$ cat config.mk
export PLATFORM = sky130hd
export DESIGN_NAME = operand_latch_bank
export DESIGN_NICKNAME = d
export VERILOG_FILES = /design/src/rtl/operand_latch_bank.sv
export SDC_FILE = /design/constraint.sdc
export NUM_CORES = 1
export LEC_CHECK = 0
export CORE_MARGIN = 2
export CORE_UTILIZATION = 35
export DETAILED_ROUTE_END_ITERATION = 8
export GPL_ROUTABILITY_DRIVEN = 0
export HOLD_SLACK_MARGIN = 0.08
export MAX_ROUTING_LAYER = met4
export SYNTH_ARGS = -nofsm -noshare
export SYNTH_HDL_FRONTEND = slang
export SYNTH_SLANG_ARGS = --single-unit
$ cat constraint.sdc
create_clock -name clk -period 1.8 [get_ports clk]
set_input_delay 0.36 -clock clk [delete_from_list [all_inputs] [get_ports clk]]
set_output_delay 0.36 -clock clk [all_outputs]
set_load 0.005 [all_outputs]
$ cat src/rtl/operand_latch_bank.sv
// operand_latch_bank: captures switch data into CHANNELS operand registers.
// Every save button is synchronised and debounced on-chip; a debounced press
// produces exactly one load. Direct mode uses one button per channel,
// sequential mode uses a single button and an auto-advancing pointer.
// Per-channel valid flags and a registered load strobe tell downstream logic
// when a complete operand set is ready.
module operand_latch_bank #(
    parameter int WIDTH     = 4,
    parameter int CHANNELS  = 2,
    parameter int DB_CYCLES = 4,
    localparam int PTR_W    = (CHANNELS > 1) ? $clog2(CHANNELS) : 1
) (
    input  logic                      clk,
    input  logic                      reset_n,
    input  logic [WIDTH-1:0]          data_input,
    input  logic [CHANNELS-1:0]       save_n,
    input  logic                      seq_save_n,
    input  logic                      seq_mode,
    input  logic                      clear,
    output logic [CHANNELS*WIDTH-1:0] q,
    output logic [CHANNELS-1:0]       valid,
    output logic                      all_valid,
    output logic                      load_strobe,
    output logic [PTR_W-1:0]          seq_ptr
);

    // Buttons 0..CHANNELS-1 are the direct-mode saves, button CHANNELS is the
    // sequential-mode save.
    localparam int NBTN  = CHANNELS + 1;
    localparam int CNT_W = $clog2(DB_CYCLES + 1);

    logic [NBTN-1:0]     raw_n;
    logic [NBTN-1:0]     sync_p0;
    logic [NBTN-1:0]     sync_p1;
    logic [NBTN-1:0]     db_lvl;
    logic [NBTN-1:0]     db_lvl_d;
    logic [CNT_W-1:0]    db_cnt [NBTN];
    logic [NBTN-1:0]     press_ev;
    logic [CHANNELS-1:0] load_mask;
    logic                ld_p1;
    logic                ptr_wrap;

    assign raw_n = {seq_save_n, save_n};

    // Press event: debounced level just fell from released (1) to pressed (0).
    assign press_ev = db_lvl_d & ~db_lvl;

    // Synchronise each button and accept a level change only after it has
    // been seen DB_CYCLES consecutive cycles; any match restarts the count.
    always_ff @(posedge clk) begin
        if (reset_n) begin
            sync_p0  <= '1;
            sync_p1  <= '1;
            db_lvl   <= '1;
            db_lvl_d <= '1;
            for (int b = 0; b < NBTN; b++) begin
                db_cnt[b] <= '0;
            end
        end else begin
            // Synchroniser stage boundary
            sync_p0  <= raw_n;
            sync_p1  <= sync_p0;
            db_lvl_d <= db_lvl;
            for (int b = 0; b < NBTN; b++) begin
                if (sync_p1[b] != db_lvl[b]) begin
                    if (db_cnt[b] == CNT_W'(DB_CYCLES - 1)) begin
                        db_lvl[b] <= sync_p1[b];
                        db_cnt[b] <= '0;
                    end else begin
                        db_cnt[b] <= db_cnt[b] + 1'b1;
                    end
                end else begin
                    db_cnt[b] <= '0;
                end
            end
        end
    end

    assign ptr_wrap = (seq_ptr == PTR_W'(CHANNELS - 1));

    // Decide which channels load this cycle; clear discards any press event.
    always_comb begin
        load_mask = '0;
        if (seq_mode) begin
            if (press_ev[CHANNELS]) begin
                for (int i = 0; i < CHANNELS; i++) begin
                    if (seq_ptr == PTR_W'(i)) begin
                        load_mask[i] = 1'b1;
                    end
                end
            end
        end else begin
            load_mask = press_ev[CHANNELS-1:0];
        end
        if (clear) begin
            load_mask = '0;
        end
    end

    // Operand registers, valid flags, sequential pointer and load strobe.
    always_ff @(posedge clk) begin
        if (reset_n) begin
            q           <= '0;
            valid       <= '0;
            seq_ptr     <= '0;
            ld_p1       <= 1'b0;
            load_strobe <= 1'b0;
        end else begin
            // Load stage boundary: the strobe follows one edge after the load,
            // judged against the valid flags that load produced.
            ld_p1       <= |load_mask;
            load_strobe <= ld_p1 & (&valid);
            for (int i = 0; i < CHANNELS; i++) begin
                if (load_mask[i]) begin
                    q[i*WIDTH +: WIDTH] <= data_input;
                end
            end
            if (clear) begin
                valid   <= '0;
                seq_ptr <= '0;
            end else begin
                valid <= valid | load_mask;
                if (!seq_mode) begin
                    seq_ptr <= '0;
                end else if (press_ev[CHANNELS]) begin
                    seq_ptr <= ptr_wrap ? '0 : seq_ptr + 1'b1;
                end
            end
        end
    end

    assign all_valid = &valid;

endmodule

==> results.toml, run 1 <==
[clock_tree]
post-cts-setup-buffer-count = 0
cts.clk_slew.worst_paths_ns = 0.06
number_of_instances_resized_during_post_cts_repair = 0
clock_sink_count = 34
cts_hold_buffers = 0
clock-root-buffer = "clkbuf_8"
cts_tree = "done"
htree_levels = 2
cts.path.max_buffers = 2
cts_inserted_buffers = 5
clk-insertion-delay-late_ns = 0.27

[place]
numPlacedInstances = 200
placement.io_buffers = 23
dpl-instance-area_sq_um = 1654
dp_hpwl_microns = 1848

[global_route]
overflow = 0
first_global_vias = 1004
grt_antenna_before_repair = 0
grt_start_max_net_pins = 14
global_route_wire_length_before_repair_microns = 4271
track_usage_pct = 13.89

[synthesis]
flops_latches_synth = 34
avgSynthCellArea_sq_um = 11.02
cells_after_synthesis = 120
ys_seq_area_share_pct = 58.28
synth.yosys.warnings = 0
count_of_unique_library_cells_instantiated_by_yosys = 25
synthesis.area_sq_um = 1323

[hold_path]
hold_class = "register to register"
hold_path.startpoint = "sync_p0[1]$_SDFF_PP1_"
worstHoldEndpoint = "sync_p1[1]$_SDFF_PP1_"
hold_path_depth = 1

[sta]
setup_total_negative_slack_ns = 0
final-setup-viol-count = 0
max_slew_violations = 0
clock_skew_ns = 0.003540
final_period_minus_worst_setup_slack_ns = 1.642
timing.fmax_ghz = 0.6089
rsz0062_at_grt = "no"
timing.final.hold_violations = 0
timing.final.crit_share_pct = 91.24

[pwr]
power_mw = 1.463
vdd_drop_max_mv = 0.3807
power.static_leakage_nw = 0.7365
power_density_nw_per_um2 = 843.9

[drt]
drtIter0Drc = 46
drt-pass1-iter-count = 4
vias = 895
ant_nets = 0
avgRoutedWirePerCell_microns = 11.49
routed_wirelength_microns = 2390
drcViolationCount = 0
detail_route.vias_per_cell = 4.303

[cells_and_area]
insertedDiodeCount = 0
post_route_cells_drive_above_1_share_pct = 11.88
fin_nets = 176
layout.filler_cells = 355
post_route_cell_area_sq_um = 1734
layout-area-overhead-vs-synth_pct = 31.13
finalNonFillerCells = 208
final_core_utilization_pct = 47.73

[critical_path]
worst_ep_arrival_time_ns = 1.28
worst_r2r_startpoint = "db_cnt[2][0]$_SDFFCE_PP0P_"
worst_path_cell_trace = "and2_1 > clkdlybuf4s50_1"
timing.critical_path.buf_inv = 1
critPathLaunchType = "register"
crit-reg2reg-capture = "db_cnt[2][0]$_SDFFCE_PP0P_"
number_of_cells_on_the_worst_reg_to_reg_path = 4
required_ns = 1.44
path_max_fanout = 3
critPathTopFamily = "buffers and inverters"
timing.setup.critical_path_class = "register to primary output"
crit_cells = 2
setup.reg_to_reg.worst_slack_ns = 0.29
setup.worst_path.end_class = "primary output"
critical_path.slowest_cell = "clkdlybuf4s50_1"
slowest_delay_ns = 0.50

[floorplan]
die_area_sq_um = 4286
die_y_microns = 65.47
initial_core_util_pct = 36.40
placeableCoreArea_sq_um = 3633
num_io_pins = 24
die_x_microns = 65.47
fp-row-count = 22

[outcome]
outcome = "complete, no violations"

[flow_run]
max_cap_violations = 0
where the power goes:
| group | internal (mW) | switching (mW) | total (mW) | leakage, nW |
|---|---|---|---|---|
| logic | 0.0669 | 0.0541 | 0.121 | 0.400 |
| clock network | 0.274 | 0.242 | 0.516 | 0.0395 |
| registers | 0.813 | 0.0129 | 0.826 | 0.297 |
through the flow:
stage	worst slack [ns]	hold slack, ns
3_5_place_dp	0.1193	0.3977
3_3_place_gp	0.1304	0.3943
5_1_grt	0.08425	0.4172
6_report	0.1576	0.4071
4_1_cts	0.1379	0.4127
2_1_floorplan	0.4260	0.3895
area by class of cell:
class	count	area [sq um]	share of cell area (%)
Sequential cell	34	770.7	44.44
Inverter	10	37.54	2.165
Multi-Input combinational cell	81	525.5	30.30
Timing Repair Buffer	27	260.3	15.01
Tap cell	48	60.06	3.463
Clock buffer	8	80.08	4.618
synth_stat cells:
| library cell | n | share of area, % |
|---|---|---|
| nor2_1 | 10 | 2.8 |
| and3_1 | 2 | 0.95 |
| or2_2 | 7 | 3.3 |
| dfxtp_1 | 25 | 38 |
| conb_1 | 1 | 0.28 |
| xor2_1 | 1 | 0.66 |
| inv_1 | 9 | 2.6 |
| a211o_1 | 2 | 1.3 |
| a21boi_1 | 1 | 0.57 |
| mux2i_1 | 9 | 6.8 |
| edfxtp_1 | 9 | 20 |
| o211ai_1 | 2 | 1.1 |
| nand2_1 | 18 | 5.1 |
| clkinv_1 | 1 | 0.28 |
| clkbuf_1 | 2 | 0.57 |
| a21oi_1 | 3 | 1.1 |
| o21a_1 | 1 | 0.57 |
| and2_1 | 1 | 0.47 |
| ha_1 | 6 | 5.7 |
| nor2b_4 | 1 | 1.0 |
| nand2b_2 | 1 | 0.66 |
| buf_6 | 1 | 0.85 |
| or3_1 | 3 | 1.4 |
| xnor2_1 | 3 | 2.0 |
| a211oi_4 | 1 | 1.5 |
kinds of logic after synthesis:
family / synth area share, %
adder cells (fa/ha/maj): 5.676
buffers and inverters: 4.257
AND/OR/NAND/NOR: 15.80
multiplexers: 6.812
other: 0.2835
AO/OA/AOI/OAI: 6.244
flip-flops: 58.28
XOR/XNOR: 2.649
sequential cells by signal, indices dropped and copies added, names as in the netlist:
name / cells
load_strobe: 1
valid: 2
sync_p0: 3
q: 8
db_lvl: 3
ld_p1: 1
seq_ptr: 1
db_lvl_d: 3
db_cnt: 9
sync_p1: 3
how the worst max path moves through the flow:
stage                            endpoint  slack, ns                        from
6_report                        all_valid       0.16         valid[1]$_SDFF_PP0_
5_1_grt                         all_valid       0.08         valid[1]$_SDFF_PP0_
4_1_cts                         all_valid       0.14         valid[1]$_SDFF_PP0_
3_5_place_dp            q[1]$_SDFFE_PP0P_       0.12                    seq_mode
3_3_place_gp            q[1]$_SDFFE_PP0P_       0.13                    seq_mode
2_1_floorplan  db_cnt[1][0]$_SDFFCE_PP0P_       0.43  db_cnt[1][0]$_SDFFCE_PP0P_
layer usage:
| layer | vias up | global-route usage [%] | share of wire, % |
|---|---|---|---|
| li1 | 461 | - | - |
| met1 | 412 | 15.23 | 44 |
| met2 | 20 | 22.07 | 50 |
| met3 | 2 | 4.795 | 4.8 |
| met4 | 0 | 7.813 | 1.4 |
| met5 | - | - | 0 |
cells in the final DEF (no fill, tap or decap):
cell / synthesis / routed
nor2_1: 10 / 10
conb_1: 1 / 9
xor2_1: 1 / 1
o211ai_1: 2 / 2
ha_1: 6 / 6
dfxtp_1: 25 / 25
clkbuf_1: 2 / 3
or2_2: 7 / 7
clkdlybuf4s50_1: 0 / 23
clkbuf_8: 0 / 5
and3_1: 2 / 2
or3_1: 3 / 3
inv_1: 9 / 9
edfxtp_1: 9 / 9
mux2i_1: 9 / 9
nand2_1: 18 / 18
and2_1: 1 / 1
a21oi_1: 3 / 3
nand2b_2: 1 / 1
nor2b_4: 1 / 1
a21boi_1: 1 / 1
buf_4: 0 / 4
a211oi_4: 1 / 1
o21a_1: 1 / 1
xnor2_1: 3 / 3
a211o_1: 2 / 2
clkinv_1: 1 / 1
(Power assumes the default switching activity.)
==> run 2, diff against run 1 <==
Clock period 1.8 ns to 1.75 ns, I/O delays scaled along.
==> results of run 2 <==
The final DEF is identical to that of run 1. Status: complete, no violations.
Among the figures that moved: setup slack after placement 0.1193 ns -> 0.07930 ns; setup slack after layout 0.1576 ns -> 0.1176 ns; register-to-register setup slack 0.29 ns -> 0.24 ns; total power 1.463 mW -> 1.505 mW; worst IR drop on VDD 0.3807 mV -> 0.3916 mV
==> run 3, diff against run 2 <==
Settings changed: SLEW_MARGIN set to 20.
==> results of run 3 <==
The final DEF is identical to that of run 1. Status: complete, no violations.
Among the figures that moved: setup slack after placement 0.1193 ns -> 0.07930 ns; setup slack after layout 0.1576 ns -> 0.1176 ns; register-to-register setup slack 0.29 ns -> 0.24 ns; total power 1.463 mW -> 1.505 mW; worst IR drop on VDD 0.3807 mV -> 0.3916 mV
